## src/rtl/ws2812_rx_if.sv

```systemverilog
`timescale 1ns/1ps
`default_nettype none
// ============================================================================
//  Module      : ws2812_rx_if
//  Description : Bundle of signals between a WS2812 line source and the
//                ws2812_rx decoder. The master drives the serial line and
//                consumes the decoded pixels; the slave is the decoder.
//  Revision    : 1.0  initial release
// ============================================================================
interface ws2812_rx_if #(
    parameter int NUM_LEDS = 4
);
    localparam int AW = $clog2(NUM_LEDS);

    logic          DI;
    logic          pixel_valid;
    logic [AW-1:0] address;
    logic [7:0]    green_out;
    logic [7:0]    red_out;
    logic [7:0]    blue_out;
    logic          frame_done;
    logic          error;
    logic          idle;

    modport master (
        output DI,
        input  pixel_valid, address, green_out, red_out, blue_out,
               frame_done, error, idle
    );

    modport slave (
        input  DI,
        output pixel_valid, address, green_out, red_out, blue_out,
               frame_done, error, idle
    );
endinterface
`default_nettype wire

```

## src/rtl/ws2812_rx.sv

```systemverilog
`timescale 1ns/1ps
`default_nettype none
// ============================================================================
//  Module      : ws2812_rx
//  Description : Oversampling decoder for a WS2811/WS2812/SK6812 serial
//                stream. Produces G-R-B pixels with a 0-based LED index,
//                a frame-boundary strobe and a protocol-error strobe.
//                Optional macro WS2812_RX_GLITCH_FILTER_EN inserts a
//                3-sample majority filter after the synchroniser (+2 clk).
//  Revision    : 1.0  initial release
// ============================================================================
module ws2812_rx #(
    parameter int NUM_LEDS      = 4,
    parameter int SYSTEM_CLOCK  = 50_000_000,
    parameter int CYCLE_COUNT   = SYSTEM_CLOCK / 800_000,
    parameter int BIT_THRESHOLD = (CYCLE_COUNT * 3) / 8,
    parameter int RESET_DETECT  = 40 * CYCLE_COUNT,
    parameter int HIGH_TIMEOUT  = 2 * CYCLE_COUNT
) (
    input  wire        clk,
    input  wire        reset,
    ws2812_rx_if.slave bus
);
    localparam int AW  = $clog2(NUM_LEDS);
    localparam int IW  = AW + 1;                     // extra bit flags overflow
    localparam int HCW = $clog2(HIGH_TIMEOUT + 1);
    localparam int LCW = $clog2(RESET_DETECT + 1);

    localparam logic [HCW-1:0] HIGH_ONE  = HCW'(BIT_THRESHOLD);
    localparam logic [HCW-1:0] HIGH_LAST = HCW'(HIGH_TIMEOUT - 1);
    localparam logic [LCW-1:0] LOW_LAST  = LCW'(RESET_DETECT - 1);
    localparam logic [IW-1:0]  IDX_FULL  = IW'(NUM_LEDS);
    localparam logic [4:0]     LAST_BIT  = 5'd23;

    typedef enum logic [1:0] {
        ST_WAIT_RESET = 2'd0,
        ST_IDLE       = 2'd1,
        ST_HIGH       = 2'd2,
        ST_LOW        = 2'd3
    } state_t;

    state_t         state;
    logic           di_meta;
    logic           di_sync;
    logic           ds;
    logic [HCW-1:0] high_cnt;
    logic [LCW-1:0] low_cnt;
    logic [4:0]     bit_cnt;
    logic [IW-1:0]  pix_idx;
    // Only 23 bits are stored: the 24th bit of a pixel goes straight to the
    // output registers in the same cycle it is decoded.
    logic [22:0]    shift_hist;
    logic           bit_is_one;
    logic [23:0]    pixel_word;

    logic           pixel_valid;
    logic [AW-1:0]  address;
    logic [7:0]     green_out;
    logic [7:0]     red_out;
    logic [7:0]     blue_out;
    logic           frame_done;
    logic           error;
    logic           idle;

    // Two-flop synchroniser for the asynchronous data line
    always_ff @(posedge clk) begin
        if (reset) begin
            di_meta <= 1'b0;
            di_sync <= 1'b0;
        end else begin
            di_meta <= bus.DI;
            di_sync <= di_meta;
        end
    end

`ifdef WS2812_RX_GLITCH_FILTER_EN
    logic [1:0] sync_hist;
    logic       ds_filt;

    // Registered 3-sample majority vote removes single-cycle spikes
    always_ff @(posedge clk) begin
        if (reset) begin
            sync_hist <= 2'b00;
            ds_filt   <= 1'b0;
        end else begin
            sync_hist <= {sync_hist[0], di_sync};
            ds_filt   <= (di_sync & sync_hist[0]) | (di_sync & sync_hist[1]) |
                         (sync_hist[0] & sync_hist[1]);
        end
    end

    assign ds = ds_filt;
`else
    assign ds = di_sync;
`endif

    // high_cnt holds the number of high samples seen in the current pulse
    assign bit_is_one = (high_cnt >= HIGH_ONE);
    assign pixel_word = {shift_hist, bit_is_one};

    // Line-state machine: pulse timing, bit assembly, pixel and frame strobes
    always_ff @(posedge clk) begin
        if (reset) begin
            state       <= ST_WAIT_RESET;
            high_cnt    <= '0;
            low_cnt     <= '0;
            bit_cnt     <= '0;
            pix_idx     <= '0;
            shift_hist  <= '0;
            pixel_valid <= 1'b0;
            address     <= '0;
            green_out   <= '0;
            red_out     <= '0;
            blue_out    <= '0;
            frame_done  <= 1'b0;
            error       <= 1'b0;
            idle        <= 1'b0;
        end else begin
            pixel_valid <= 1'b0;
            frame_done  <= 1'b0;
            error       <= 1'b0;

            case (state)
                ST_WAIT_RESET: begin
                    if (ds) begin
                        low_cnt <= '0;
                    end else if (low_cnt == LOW_LAST) begin
                        state   <= ST_IDLE;
                        idle    <= 1'b1;
                        low_cnt <= '0;
                        bit_cnt <= '0;
                        pix_idx <= '0;
                    end else begin
                        low_cnt <= low_cnt + 1'b1;
                    end
                end

                ST_IDLE: begin
                    bit_cnt <= '0;
                    pix_idx <= '0;
                    if (ds) begin
                        // The rising sample itself is the first high cycle
                        state    <= ST_HIGH;
                        idle     <= 1'b0;
                        high_cnt <= HCW'(1);
                    end
                end

                ST_HIGH: begin
                    if (!ds) begin
                        shift_hist <= pixel_word[22:0];
                        state      <= ST_LOW;
                        low_cnt    <= LCW'(1);
                        if (bit_cnt == LAST_BIT) begin
                            bit_cnt <= '0;
                            if (pix_idx < IDX_FULL) begin
                                pixel_valid <= 1'b1;
                                address     <= pix_idx[AW-1:0];
                                green_out   <= pixel_word[23:16];
                                red_out     <= pixel_word[15:8];
                                blue_out    <= pixel_word[7:0];
                                pix_idx     <= pix_idx + 1'b1;
                            end else if (pix_idx == IDX_FULL) begin
                                // First surplus pixel: flag once, then drop silently
                                error   <= 1'b1;
                                pix_idx <= pix_idx + 1'b1;
                            end
                        end else begin
                            bit_cnt <= bit_cnt + 5'd1;
                        end
                    end else if (high_cnt == HIGH_LAST) begin
                        error   <= 1'b1;
                        state   <= ST_WAIT_RESET;
                        low_cnt <= '0;
                        bit_cnt <= '0;
                    end else begin
                        high_cnt <= high_cnt + 1'b1;
                    end
                end

                ST_LOW: begin
                    if (ds) begin
                        state    <= ST_HIGH;
                        high_cnt <= HCW'(1);
                    end else if (low_cnt == LOW_LAST) begin
                        // Frame boundary; a pending partial pixel is an error
                        frame_done <= 1'b1;
                        error      <= (bit_cnt != 5'd0);
                        state      <= ST_IDLE;
                        idle       <= 1'b1;
                        bit_cnt    <= '0;
                        pix_idx    <= '0;
                    end else begin
                        low_cnt <= low_cnt + 1'b1;
                    end
                end

                default: state <= ST_WAIT_RESET;
            endcase
        end
    end

    assign bus.pixel_valid = pixel_valid;
    assign bus.address     = address;
    assign bus.green_out   = green_out;
    assign bus.red_out     = red_out;
    assign bus.blue_out    = blue_out;
    assign bus.frame_done  = frame_done;
    assign bus.error       = error;
    assign bus.idle        = idle;

endmodule
`default_nettype wire
```

## src/flat_wrapper.sv

```systemverilog
// flat-port wrapper written by rule: the top's interface ports become plain ports
module ws2812_rx_flat 
#(
    parameter int NUM_LEDS      = 4,
    parameter int SYSTEM_CLOCK  = 50_000_000,
    parameter int CYCLE_COUNT   = SYSTEM_CLOCK / 800_000,
    parameter int BIT_THRESHOLD = (CYCLE_COUNT * 3) / 8,
    parameter int RESET_DETECT  = 40 * CYCLE_COUNT,
    parameter int HIGH_TIMEOUT  = 2 * CYCLE_COUNT
)
  (clk, reset, bus_DI, bus_pixel_valid, bus_address, bus_green_out, bus_red_out, bus_blue_out, bus_frame_done, bus_error, bus_idle);
  ws2812_rx_if #(.NUM_LEDS(NUM_LEDS)) bus_i ();
  input  wire clk;
  input  wire reset;
  input wire logic [$bits(bus_i.DI)-1:0] bus_DI;
  output wire logic [$bits(bus_i.pixel_valid)-1:0] bus_pixel_valid;
  output wire logic [$bits(bus_i.address)-1:0] bus_address;
  output wire logic [$bits(bus_i.green_out)-1:0] bus_green_out;
  output wire logic [$bits(bus_i.red_out)-1:0] bus_red_out;
  output wire logic [$bits(bus_i.blue_out)-1:0] bus_blue_out;
  output wire logic [$bits(bus_i.frame_done)-1:0] bus_frame_done;
  output wire logic [$bits(bus_i.error)-1:0] bus_error;
  output wire logic [$bits(bus_i.idle)-1:0] bus_idle;
  assign bus_i.DI = bus_DI;
  assign bus_pixel_valid = bus_i.pixel_valid;
  assign bus_address = bus_i.address;
  assign bus_green_out = bus_i.green_out;
  assign bus_red_out = bus_i.red_out;
  assign bus_blue_out = bus_i.blue_out;
  assign bus_frame_done = bus_i.frame_done;
  assign bus_error = bus_i.error;
  assign bus_idle = bus_i.idle;
  ws2812_rx #(.NUM_LEDS(NUM_LEDS), .SYSTEM_CLOCK(SYSTEM_CLOCK), .CYCLE_COUNT(CYCLE_COUNT), .BIT_THRESHOLD(BIT_THRESHOLD), .RESET_DETECT(RESET_DETECT), .HIGH_TIMEOUT(HIGH_TIMEOUT)) u_core (.clk(clk), .reset(reset), .bus(bus_i));
endmodule
```

## config.mk

```make
export PLATFORM = sky130hd
export DESIGN_NAME = ws2812_rx_flat
export DESIGN_NICKNAME = d
export VERILOG_FILES = /design/src/rtl/ws2812_rx_if.sv /design/src/rtl/ws2812_rx.sv /design/src/flat_wrapper.sv
export SDC_FILE = /design/constraint.sdc
export NUM_CORES = 1
export LEC_CHECK = 0
export CORE_ASPECT_RATIO = 0.9
export CORE_MARGIN = 2
export CORE_UTILIZATION = 45
export DETAILED_ROUTE_END_ITERATION = 7
export PLACE_DENSITY = 0.71
export SETUP_SLACK_MARGIN = 0.05
export SYNTH_ARGS = -nofsm -noshare
export SYNTH_HDL_FRONTEND = slang
export SYNTH_SLANG_ARGS = --single-unit
```

## constraint.sdc

```tcl
create_clock -name clk -period 2.2 [get_ports clk]
set_input_delay 0.44 -clock clk [delete_from_list [all_inputs] [get_ports clk]]
set_output_delay 0.44 -clock clk [all_outputs]
set_load 0.02 [all_outputs]
```

==> flow_metrics.py <==
metrics = {
    "run_status": {
        "status": "completed",
    },
    "clock_tree": {
        "cts_tree": "done",
        "cts_buffers": 9,
        "cts_setup_buffers": 0,
        "clockBufferDepth": 2,
        "cts.hold.buffers_added": 0,
        "clockRootBuffer": "clkbuf_8",
        "insertion_delay_ns": 0.36,
        "cts-htree-levels": 3,
        "path_clk_slew_ns": 0.09,
        "cts.sinks": 84,
        "cts_repair_resize_count": 0,
    },
    "sta": {
        "min_period_ns": 2.08,
        "clock_skew_ns": 0.00825,
        "worst_pin_slew_ns": 0.554,
        "timing.hold.ws_ns": 0.431,
        "final.period_utilization": 0.945,
        "finalSetupViolations": 0,
        "achievable-frequency_ghz": 0.481,
        "max-slew-margin-rel": 0.631,
        "fin_tns_setup_ns": 0,
        "timing.final.max_slew_violations": 0,
        "endpoints_failing_hold": 0,
        "grt_setup_unrepaired": "true",
    },
    "yosys": {
        "ys_async_rst_share": 0,
        "syn_nets": 461,
        "synth.lib_cells_used.distinct": 55,
        "leading_cell_types_by_count_after_synthesis": "nand2_1 (106), dfxtp_1 (84), a21oi_1 (61)",
        "synth.largest_area_cell": "dfxtp_1",
        "syn-instance-count": 448,
        "synth.ff_latch_count": 84,
        "mean_instance_size_in_the_synthesized_netlist_um2": 8.19,
        "synth_seq_area_share": 0.458,
        "synth_most_common_cell": "nand2_1",
        "synth-main-ff-cell": "dfxtp_1",
        "synth.cell_area_um2": 3670,
        "yosys_warnings": 0,
        "synth_top_area_frac": 0.458,
        "netlist_top_cells_area": "dfxtp_1 (46%), nand2_1 (11%), a21oi_1 (8.3%)",
        "number_of_enable_flip_flop_cells_after_synthesis": 0,
    },
    "min_path": {
        "holdPathStages": 2,
        "hold_path_startpoint": "reset",
        "hold_path_class": "input port to flip-flop",
        "hold_path_end": "u_core.bus.idle",
    },
    "layout": {
        "num_antenna_cells": 0,
        "utilization": 0.541,
        "final_layout_size_suffix_gt1_frac": 0.0907,
        "nets": 493,
        "layoutNonFillerInstCount": 584,
        "syn_to_final_growth_pct": 17.8,
    },
    "placement": {
        "final_wtd_congestion": 0.876,
        "port_buffers": 32,
        "dp_cells": 568,
        "place_hpwl_um": 5230,
    },
    "setup_path": {
        "timing.rr.start": "u_core.state[1]",
        "reg2reg_depth": 6,
        "cp_data_arrival_time_ns": 2.38,
        "worstSetupStartpointType": "flip-flop",
        "reg2reg_slack_ns": 0.12,
        "critical_path.endpoint_type": "flip-flop",
        "worstPathRequired_ns": 2.50,
        "timing.critical_path.fanout_max": 13,
        "critical_path.reg2reg.endpoint": "u_core.low_cnt[11]",
        "worst-setup-path-type": "flip-flop to flip-flop",
    },
    "global_route": {
        "number_of_antenna_violations_at_the_first_check_in_global_routing": 0,
        "overall_fraction_of_global_route_tracks_in_use": 0.175,
        "grt.met2_usage": 0.274,
        "global_route_wire_length_before_repair_um": 12600,
        "first_global_vias": 2817,
        "use_met3": 0.0480,
        "grtUsageMet1": 0.236,
        "globalRoute.busiestLayer": "met2",
        "grt_start_max_net_pins": 53,
        "grt-ovfl-total": 0,
    },
    "power_and_ir_drop": {
        "p_leak_uw": 0.00146,
        "total_power_uw": 2620,
        "netSwitchingFraction": 0.247,
        "switching_power_uw": 646,
        "share_seq_of_total_power": 0.585,
        "power_per_cell_area_nw_per_um2": 606,
        "p_int_uw": 1970,
        "comb_power_share": 0.022,
        "worst_ir_drop_vdd_uv": 233,
        "clockPowerShare": 0.392,
    },
    "drt": {
        "routed_wl_um": 7610,
        "detail_route.drc_violations": 0,
        "route.detailed.vias_per_inst": 5.39,
        "route.detailed.wl_per_inst_um": 13.0,
        "antenna_violating_nets_post_route": 0,
        "dr.first_iter.drc_count": 222,
        "drt_pass1_iterations": 4,
        "vias": 3148,
    },
    "die": {
        "i_o_pins": 33,
        "core_um2": 7990,
        "die_width_um": 99.2,
        "design.die.area_um2": 8890,
        "initial_utilization": 0.459,
        "die_y_um": 89.7,
        "placementRows": 31,
    },
    "run": {
        "drv_cap": 0,
    },
}
worst max-delay path: stages (launching register included):
cell       delay [ns]
dfxtp_1          0.39
inv_1            0.08
ha_1             0.37
or2_2            0.39
a2bb2oi_2        0.16
or4_4            0.49
a21oi_2          0.13
placed cells by master (no fill, tap or decap), types with 3 or more instances in the layout:
cell               n
xor2_1             6
a21oi_1           61
o31ai_1            4
nor2b_1            4
mux2i_1            4
nor2_1            27
inv_1             11
clkbuf_8           9
clkdlybuf4s50_1   31
nand2b_1           3
dfxtp_1           83
a21o_1             3
xnor2_1            4
nand4_1            6
nand3_1           12
nor3_1             6
a211oi_1           5
or3_1              7
buf_4             12
o21ai_0           14
ha_1              10
nand2_1          106
or4_1              3
cell type report:
type,instances,area (µm²)
Inverter,12,45.0
Multi-Input combinational cell,328,1860
Clock inverter,7,58.8
Sequential cell,84,1680
Tap cell,99,124
Clock buffer,9,124
Timing Repair Buffer,45,425
Fill cell,748,3670
registers in the layout, indices dropped and copies added, names as in the netlist:
signal	count
u_core.di_sync	1
u_core.bus.red_out	8
u_core.bus.pixel_valid	1
u_core.bus.address	2
u_core.shift_hist	23
u_core.state	2
u_core.bus.idle	1
u_core.high_cnt	7
u_core.bus.green_out	8
u_core.bus.frame_done	1
u_core.low_cnt	12
u_core.di_meta	1
u_core.bit_cnt	5
u_core.bus.error	1
u_core.pix_idx	3
u_core.bus.blue_out	8
cells by family (layout without fill, tap and decap cells):
| family | after synthesis | after routing | synth area share |
|---|---|---|---|
| buffers and inverters | 36 | 73 | 0.0399 |
| AND/OR/NAND/NOR | 197 | 197 | 0.256 |
| adder cells (fa/ha/maj) | 10 | 10 | 0.0341 |
| flip-flops | 84 | 84 | 0.458 |
| XOR/XNOR | 10 | 10 | 0.0239 |
| AO/OA/AOI/OAI | 107 | 107 | 0.177 |
| multiplexers | 4 | 4 | 0.0109 |
worst max-delay path by stage:
| stage | from | to | slack (ns) |
|---|---|---|---|
| floorplan | u_core.state[0] | u_core.low_cnt[11] | 0.20 |
| global placement | u_core.state[0] | u_core.low_cnt[10] | 0.24 |
| detailed placement | u_core.high_cnt[0] | u_core.low_cnt[10] | 0.18 |
| CTS | u_core.high_cnt[0] | u_core.low_cnt[10] | 0.15 |
| global route | u_core.low_cnt[8] | u_core.low_cnt[0] | 0.04 |
| finish | u_core.state[1] | u_core.low_cnt[11] | 0.12 |
power by group through the flow:
stage,registers [µW],clock network (µW),logic (µW)
finish,1530,1030,57.8
global route,1530,1130,63.9
CTS,1530,1070,57.1
detailed placement,1570,0,56.8
global placement,1570,0,55.5
floorplan,1570,0,43.4
layer usage:
metal | routed length (µm) | vias up
met4 | 53 | 0
met3 | 332 | 4
met2 | 3430 | 66
met1 | 3800 | 1464
met5 | 0 | -
li1 | - | 1614
metrics by stage:
step	setup WS [ns]	instance area, µm²
2_1_floorplan	0.203	3670
3_3_place_gp	0.240	4120
3_5_place_dp	0.180	4120
4_1_cts	0.148	4300
5_1_grt	0.0387	4320
6_report	0.121	4320
No activity file was read; power rests on OpenSTA's default activity.
